### src/rtl/cbus_arbiter.sv
// cbus_arbiter: round-robin arbiter that lets NUM_INPUTS cache-bus masters
// share one downstream cache-bus-to-AXI bridge.
//
// Ports
//   aclk    - clock, all state changes on the rising edge
//   areset  - asynchronous active-high reset
//   ireqs   - per-master requests (valid, is_write, size, addr, strobe, data, len)
//   oresps  - per-master responses (ready, last, data); only the granted
//             master sees traffic, all others read zero
//   oreq    - request forwarded to the bridge (zero while no grant)
//   iresp   - response from the bridge
//
// One master owns the bridge from grant until the bridge returns a beat with
// ready and last together. After every completion there is always one cycle
// with no grant, so the bridge never sees a request from a stale owner.

package cbus_pkg;

    typedef struct packed {
        logic        valid;
        logic        is_write;
        logic [2:0]  size;
        logic [31:0] addr;
        logic [3:0]  strobe;
        logic [31:0] data;
        logic [7:0]  len;
    } cbus_req_t;

    typedef struct packed {
        logic        ready;
        logic        last;
        logic [31:0] data;
    } cbus_resp_t;

endpackage

module cbus_arbiter
    import cbus_pkg::*;
#(
    parameter int NUM_INPUTS = 2
) (
    input  logic                          aclk,
    input  logic                          areset,
    input  cbus_req_t  [NUM_INPUTS-1:0]   ireqs,
    output cbus_resp_t [NUM_INPUTS-1:0]   oresps,
    output cbus_req_t                     oreq,
    input  cbus_resp_t                    iresp
);

    localparam int SEL_W = $clog2(NUM_INPUTS);

    typedef enum logic {
        IDLE = 1'b0,
        BUSY = 1'b1
    } state_t;

    state_t           state_q, state_d;
    logic [SEL_W-1:0] sel_q, sel_d;
    logic [SEL_W-1:0] last_grant_q, last_grant_d;

    logic [SEL_W-1:0] grant_idx;
    logic             grant_found;

    // Round-robin pick: scan from last_grant+1 upward with wrap-around. The
    // modulo is done on integers so non-power-of-two counts wrap correctly.
    always_comb begin
        int               idx;
        logic [SEL_W-1:0] cand;
        grant_idx   = '0;
        grant_found = 1'b0;
        idx         = 0;
        cand        = '0;
        for (int k = 1; k <= NUM_INPUTS; k++) begin
            idx  = (int'(last_grant_q) + k) % NUM_INPUTS;
            cand = SEL_W'(idx);
            if (!grant_found && ireqs[cand].valid) begin
                grant_found = 1'b1;
                grant_idx   = cand;
            end
        end
    end

    // Next-state logic. The grant is held in BUSY no matter what any master
    // does; only the bridge's final beat releases it.
    always_comb begin
        state_d      = state_q;
        sel_d        = sel_q;
        last_grant_d = last_grant_q;
        case (state_q)
            IDLE: begin
                if (grant_found) begin
                    state_d      = BUSY;
                    sel_d        = grant_idx;
                    last_grant_d = grant_idx;
                end
            end
            BUSY: begin
                if (iresp.ready && iresp.last) begin
                    state_d = IDLE;
                end
            end
            default: state_d = IDLE;
        endcase
    end

    // last_grant resets to the top index so master 0 wins first after reset.
    always_ff @(posedge aclk or posedge areset) begin
        if (areset) begin
            state_q      <= IDLE;
            sel_q        <= '0;
            last_grant_q <= SEL_W'(NUM_INPUTS - 1);
        end else begin
            state_q      <= state_d;
            sel_q        <= sel_d;
            last_grant_q <= last_grant_d;
        end
    end

    // Routing is combinational from the registered grant so write data and
    // strobes follow the owning master beat by beat. Because reset clears
    // state_q asynchronously, the outputs drop to zero as soon as reset rises.
    always_comb begin
        oreq   = '0;
        oresps = '0;
        if (state_q == BUSY) begin
            oreq          = ireqs[sel_q];
            oresps[sel_q] = iresp;
        end
    end

endmodule
### config.mk
export PLATFORM = sky130hd
export DESIGN_NAME = cbus_arbiter
export DESIGN_NICKNAME = d
export VERILOG_FILES = /design/src/rtl/cbus_arbiter.sv
export SDC_FILE = /design/constraint.sdc
export NUM_CORES = 1
export LEC_CHECK = 0
export ABC_AREA = 0
export BUFFER_PORTS_ARGS = -buffer_cell sky130_fd_sc_hd__clkbuf_2
export CORE_AREA = 10 10 126 128
export DETAILED_ROUTE_END_ITERATION = 10
export DIE_AREA = 0 0 136 138
export HOLD_SLACK_MARGIN = 0.15
export MAX_ROUTING_LAYER = met4
export SLEW_MARGIN = 10
export SYNTH_ARGS = -nofsm -noshare
export SYNTH_HDL_FRONTEND = slang
export SYNTH_SLANG_ARGS = --single-unit
### constraint.sdc
create_clock -name aclk -period 1.05 [get_ports aclk]
set_input_delay 0.105 -clock aclk [delete_from_list [all_inputs] [get_ports aclk]]
set_output_delay 0.105 -clock aclk [all_outputs]
set_load 0.05 [all_outputs]
Yosys cells after proc, flatten, opt, wreduce, memory -nomap -nowiden

Cells that the tools add are included.

Bits of input ports: 198
Flip-flop bits (word level): 3
Word-level logic and storage cells: 33

Reduce and logical (&&, ||, !) cells: 5
$lt $le $gt $ge: 4
Add/sub/neg operators: 2
Bitwise operators: 2
Multiplexer cells: 17

Operators with widths:

| cell                  | number |
|---|---|
| $mux W81              | 7 |
| $and A68 B68 Y68      | 1 |
| $mux W68              | 1 |
| $demux W34 S1         | 1 |
| $mux W34              | 1 |
| $lt A1 B2 Y1 const B  | 3 |
| $mux W1               | 6 |
| $logic_and A1 B1 Y1   | 3 |
| $add A1 B1 Y1 const B | 2 |
| $pmux W1 S2           | 1 |
| $reduce_and A2 Y1     | 1 |
| $ge A1 B1 Y1 const B  | 1 |
| $logic_not A1 Y1      | 1 |
| $not A1 Y1            | 1 |

Depth between registers and ports, before layout

Gate-level depths: netlist (run 1).

Depth in word-level cells: 9
Mapped depth: 5
Depth with buffers taken out: 2

Least setup slack after synthesis (run 1)

Ideal clock, no wire load.

Path kind: reg-to-output
Start: reg sel_q
End: out oreq[65] (netlist name)
Path slack: -0.599 ns
Arrival time: 1.544 ns
Stages on the path, launching flop included: 6
Path through: dfrtp_1 > buf_4 > buf_8 > buf_8 > mux2i_1 > nor2_1

RTL lines:

| item                   | line | text |
|---|---|---|
| from (decl)            | 58   | `logic [SEL_W-1:0] sel_q, sel_d;` |
| from (signal assigned) | 114  | `sel_q <= sel_d;` |
| to (decl)              | 46   | `output cbus_req_t oreq,` |

==> flow_summary.yaml, run 1 <==
timing:
  finalHoldViolCount: 0
  fin_crit_ps: 1670
  tightestPinTransition_ps: 261
  relSlewSlack_pct: 82.1
  setup_viol: 150
  finalCritPeriodShare_pct: 159
  fin_setup_tns_ps: -78000
  slew_violations: 0
  clock.fmax_ghz: 0.598
  finalClockSkew_ps: 4.22
  rsz0062_at_grt: "yes"
  finalWorstSetupSlack_ps: -621
placement:
  place_congestion: 0.827
  dp_cells: 809
  hpwlAfterDp_um: 13500
  portBuffers: 346
  place_ws_ps: -411
cts:
  cts_sinks: 3
  clk_latency_ps: 230
  path_clk_slew_ps: 30
  cts_root_buf: "clkbuf_16"
  htreeDepth: 1
  cts_buffers: 3
  cts_buffer_depth: 2
  cts_tree: "built"
synth:
  yosysTopAreaCell: "mux2i_1"
  yosys_warnings: 0
  ys_seq_area_share_pct: 4.12
  synth.distinct_cells: 21
  ys_ff_latch: 3
  synthArstFlopShare_pct: 100
  ys_top_cells_by_count: "mux2i_1, nor2_1, and2_1, and3_1, buf_2"
  netlist_area_sq_um: 1850
  synthFlopType: "dfrtp_1"
  synth.avg_cell_area_sq_um: 6.84
  ys_top_cells_by_area: "mux2i_1, nor2_1, and2_1"
  syn_nets: 469
  synth_top_area_share_pct: 43.7
  synth_cells: 271
  synth_edf_count: 0
finish:
  nNetsFinal: 834
  area_growth_syn_to_layout_pct: 273
  diodes: 0
  nFillCells: 1163
  fin_cells: 815
  drive_above_1_share_pct: 84.1
  final_util_pct: 51.2
floorplan:
  dieHeight_um: 138
  dieArea_sq_um: 18800
  core_sq_um: 13500
  start_util_pct: 13.7
  rows: 43
  io_pins: 347
  die_w_um: 136
status:
  violations: "negative setup slack"
  run_status: "finished with violations"
global_routing:
  grt_max_degree: 44
  grt_pass1_wl_um: 22000
  grt_pass1_vias: 3914
  grt_use_total_pct: 15.2
  grt-ovfl-total: 0
  antenna_found_initial: 0
worst_setup_path:
  rr_startpoint: "sel_q$_DFFE_PP0P_"
  reg2reg_depth: 3
  crit_buf_inv: 3
  worstPathRequired_ps: 940
  worstPathCellList: "buf_12 > buf_4 > mux2i_1 > nor2_1 > buf_12"
  crit_top_cell: "buf_12"
  crit_type: "reg -> out"
  ff2ff_setup_slack_ps: -160
  cp_max_fo: 36
  worst_ep_arrival_time_ps: 1570
  cp.depth: 5
  crit_family: "buffers and inverters"
  critPathCaptureType: "output pin"
  reg2reg_to: "sel_q$_DFFE_PP0P_"
  crit_start: "sel_q$_DFFE_PP0P_"
  cp-start-kind: "flop"
  slowest_stage: "dfrtp_4"
  cpPeakStageDelay_ps: 490
  crit_end: "oreq[52]"
detailed_routing:
  routed_via_density: 4.18
  wirelength_um: 15200
  firstDrtPassIters: 4
  routed-via-count: 3406
  wl_per_cell_um: 18.6
  drt-initial-drc-count: 66
  drtAntennaViolNets: 0
  drc_errors: 0
power_and_ir_drop:
  p_comb_share_pct: 93.7
  p_leak_nw: 3.43
  clockPowerShare_pct: 4.8
  switchingPower_w: 0.00639
  power_w: 0.0129
  p_int_w: 0.00653
  switching_share_pct: 49.4
  powerDensity_nw_per_um2: 1870
  p_seq_share_pct: 1.5
  irDropWorstVdd_mv: 0.997
flow_run:
  maxCapViolCount: 0
worst_hold_path:
  hp-class: "in -> reg"
  whs_path_depth: 2
-- sequential cells by signal, summed over array words and instances (netlist names) --
signal        flops
last_grant_q      1
sel_q             1
state_q           1
-- worst min path at each step --
stage / startpoint / endpoint
3_5_place_dp: areset / sel_q$_DFFE_PP0P_
6_report: iresp[33] / state_q$_DFF_PP0_
3_3_place_gp: areset / sel_q$_DFFE_PP0P_
4_1_cts: iresp[33] / state_q$_DFF_PP0_
2_1_floorplan: areset / sel_q$_DFFE_PP0P_
5_1_grt: iresp[32] / state_q$_DFF_PP0_
-- power by group through the flow --
stage	registers (W)	logic [W]	clock network (W)
after floorplan	0.000168	0.00621	0
after global placement	0.000191	0.0117	0
after detailed placement	0.000192	0.0118	0
after CTS	0.000192	0.0120	0.000627
after global routing	0.000197	0.0125	0.000647
final	0.000193	0.0121	0.000625
-- layout make-up --
cell class / instances / area [sq um] / area share (%)
Sequential cell: 3 / 80.1 / 1.16
Inverter: 2 / 8.76 / 0.127
Multi-Input combinational cell: 238 / 2100 / 30.4
Clock buffer: 4 / 78.8 / 1.14
Timing Repair Buffer: 388 / 4420 / 63.9
Tap cell: 180 / 225 / 3.26
-- cells in the final DEF (no fill, tap or decap) --
| cell type | instances |
|---|---|
| a21o_1 | 1 |
| a31oi_2 | 1 |
| a32o_1 | 1 |
| and2_4 | 34 |
| and3_2 | 4 |
| and3_4 | 30 |
| buf_12 | 156 |
| buf_4 | 23 |
| buf_6 | 10 |
| buf_8 | 1 |
| clkbuf_1 | 1 |
| clkbuf_16 | 3 |
| clkbuf_2 | 197 |
| clkinv_2 | 1 |
| dfrtp_1 | 1 |
| dfrtp_4 | 1 |
| dfstp_2 | 1 |
| dlygate4sd3_1 | 1 |
| inv_1 | 1 |
| mux2i_1 | 70 |
| mux2i_2 | 8 |
| mux2i_4 | 3 |
| nand2_1 | 1 |
| nand2b_1 | 1 |
| nor2_1 | 22 |
| nor2_2 | 53 |
| nor2_4 | 6 |
| nor2b_4 | 1 |
| nor3_4 | 1 |
| nor3b_1 | 1 |
-- cell families (layout without fill, tap and decap cells) --
group,Yosys count,in the layout,share of synthesized area (%)
DFF,3,3,4.12
and+or+nand+nor,154,154,41.3
muxes,81,81,43.7
AOI/OAI and AO/OA,3,3,1.28
buffers and inverters,30,394,9.58
-- through the flow --
| stage | area, sq um | hold WS [ps] |
|---|---|---|
| CTS | 6820 | 169 |
| global placement | 6600 | -37.1 |
| finish | 6920 | 177 |
| global route | 6920 | 178 |
| floorplan | 2260 | -142 |
| detailed placement | 6600 | -36.7 |
-- what timing repair did --
item                       in CTS  in global routing
hold endpoints to repair        3                  0
pin swaps                       6                 13
setup buffers                   1                  1
gates cloned                    1                  0
setup endpoints to repair     151                151
gates resized for setup        28                 42
hold buffers                    1                  0
-- per-layer routing --
layer | track usage [%] | vias to the layer above | share of wire (%)
met4 | 3.37 | 0 | 1.8
met5 | - | - | 0
met2 | 27.6 | 201 | 53
met3 | 3.30 | 20 | 6.9
li1 | - | 1644 | -
met1 | 16.3 | 1541 | 38
Note: power is estimated with default switching activity, not from simulation.
==> run 2, diff against run 1 <==
clock period = 1.5 ns   (was 1.05 ns; I/O delays follow)
==> run 2 against run 1 <==
  * The flow still finishes with violations (negative setup slack)
  * Sequential share of layout area about the same
  * Worst setup slack better by 410 ps
  * Clock-buffer cell count unchanged
  * Total power down 28%
  * Utilization up 0.89 points
  * Non-clock buffer count up 6
  * Clock skew down 2.7 ps
  * Critical endpoint is now oreq[28]
==> flow_summary.yaml, run 2 (same netlist as run 1, synthesis figures left out) <==
floorplan:
  die_w_um: 136
  rows: 43
  start_util_pct: 13.7
  dieArea_sq_um: 18800
  io_pins: 347
  dieHeight_um: 138
  core_sq_um: 13500
global_routing:
  grt_pass1_wl_um: 21900
  grt_use_total_pct: 15.1
  grtUsageMet1_pct: 15.2
  antenna_found_initial: 0
  grt_busiest_layer: "met2"
  gr-usage-met3_pct: 4.93
  grt_max_degree: 49
  globalRouteMet2Util_pct: 27.7
  grt_pass1_vias: 3825
  grt-ovfl-total: 0
cts:
  cts_buffers: 3
  cts_root_buf: "clkbuf_16"
  cts_sinks: 3
  clk_latency_ps: 220
  cts_tree: "built"
  path_clk_slew_ps: 30
  htreeDepth: 1
  cts_buffer_depth: 2
timing:
  finalHoldViolCount: 0
  clock.fmax_ghz: 0.583
  setup_viol: 149
  rsz0062_at_grt: "yes"
  finalClockSkew_ps: 1.47
  finalCritPeriodShare_pct: 114
  finalWorstSetupSlack_ps: -214
  fin_setup_tns_ps: -18980
  fin_crit_ps: 1710
  tightestPinTransition_ps: 311
  slew_violations: 0
  relSlewSlack_pct: 79.3
worst_setup_path:
  crit_top_cell: "buf_12"
  worstPathRequired_ps: 1350
  reg2reg_depth: 4
  worstPathCellList: "buf_12 > buf_12 > mux2i_1 > nor2_2 > buf_12"
  reg2reg_to: "sel_q$_DFFE_PP0P_"
  cp_max_fo: 10
  cpPeakStageDelay_ps: 530
  rr_startpoint: "state_q$_DFF_PP0_"
  cp-start-kind: "flop"
  slowest_stage: "dfrtp_4"
  ff2ff_setup_slack_ps: 300
  critPathCaptureType: "output pin"
  worst_ep_arrival_time_ps: 1560
  crit_type: "reg -> out"
detailed_routing:
  routed-via-count: 3450
  drt-initial-drc-count: 65
  drc_errors: 0
  wirelength_um: 15400
  drtAntennaViolNets: 0
  wl_per_cell_um: 18.7
  routed_via_density: 4.20
  firstDrtPassIters: 3
finish:
  nFillCells: 1154
  largestRegisters: "last_grant_q x1, sel_q x1, state_q x1"
  nNetsFinal: 840
  regArea_sq_um: 80.1
  drive_above_1_share_pct: 84.1
  area_growth_syn_to_layout_pct: 279
  multi_input_area_sq_um: 2040
  diodes: 0
  layout_common_cells: "clkbuf_2, buf_12, mux2i_1"
  layout_commonest_cell: "clkbuf_2"
  final_util_pct: 52.1
status:
  violations: "negative setup slack"
  run_status: "finished with violations"
power_and_ir_drop:
  powerDensity_nw_per_um2: 1320
  irDropWorstVdd_mv: 0.662
  p_int_w: 0.00475
  switchingPower_w: 0.00450
  clockPowerShare_pct: 4.5
  p_leak_nw: 3.51
  switching_share_pct: 48.7
  p_seq_share_pct: 1.6
  p_comb_share_pct: 93.8
placement:
  place_congestion: 0.840
  portBuffers: 346
  hpwlAfterDp_um: 13000
worst_hold_path:
  hold_end: "state_q$_DFF_PP0_"
  worstHoldStart: "iresp[32]"
  whs_path_depth: 2
  hp-class: "in -> reg"
flow_run:
  maxCapViolCount: 0
## run 2: how the worst max path moves through the flow
stage	start	endpoint	slack, ps	cells after the start
after CTS	sel_q$_DFFE_PP0P_	oreq[27]	-200	5
after global routing	sel_q$_DFFE_PP0P_	oreq[28]	-260	5
after global placement	sel_q$_DFFE_PP0P_	oreq[27]	30	5
final	sel_q$_DFFE_PP0P_	oreq[28]	-210	5
after detailed placement	sel_q$_DFFE_PP0P_	oreq[36]	-10	5
after floorplan	sel_q$_DFFE_PP0P_	oreq[16]	-110	4
## run 2: timing repair
| item | 4_1_cts | 5_1_grt |
|---|---|---|
| setup buffers | 7 | 0 |
| endpoints found under the setup margin | 115 | 149 |
| endpoints found under the hold margin | 3 | 0 |
| cloned | 4 | 4 |
| hold buffers | 1 | 0 |
| pin swaps | 20 | 31 |
| resized for setup | 82 | 33 |
## run 2: routing by layer
metal  up-vias  part of all wire (%)
met5         -                     0
met4         0                   1.1
met3        10                   9.5
met2       200                    53
met1      1576                    37
li1       1664                     -
## run 2: critical path, delay by kind of cell (launching register included)
kind | cells | cell delay [ps]
buf+inv | 3 | 480
simple gates | 1 | 80
mux | 1 | 240
flops | 1 | 530
## run 2: layout make-up
| class | instances | share of cell area (%) |
|---|---|---|
| sequential | 3 | 1.14 |
| multi-input combinational | 238 | 29.0 |
| clock buffer | 4 | 1.12 |
| timing repair buffer | 394 | 65.4 |
| inverter | 2 | 0.124 |
| tap | 180 | 3.20 |
## run 2: power groups by stage
stage          sequential (W)  combinational, W  clock, W
3_3_place_gp         0.000142           0.00779         0
4_1_cts              0.000143           0.00850  0.000427
2_1_floorplan        0.000116           0.00398         0
5_1_grt              0.000154           0.00900  0.000437
3_5_place_dp         0.000145           0.00785         0
6_report             0.000150           0.00869  0.000420
## run 2: per-stage QoR
step | std cells | setup WS [ps] | hold slack [ps] | power (W) | instance area, sq um
floorplan | 271 | -106 | -97.1 | 0.00410 | 1970
global placement | 802 | 34.3 | -0.282 | 0.00794 | 6310
detailed placement | 802 | -14.4 | -1.16 | 0.00799 | 6310
CTS | 818 | -205 | 177 | 0.00907 | 6850
global route | 821 | -261 | 203 | 0.00959 | 7040
finish | 821 | -214 | 184 | 0.00926 | 7040
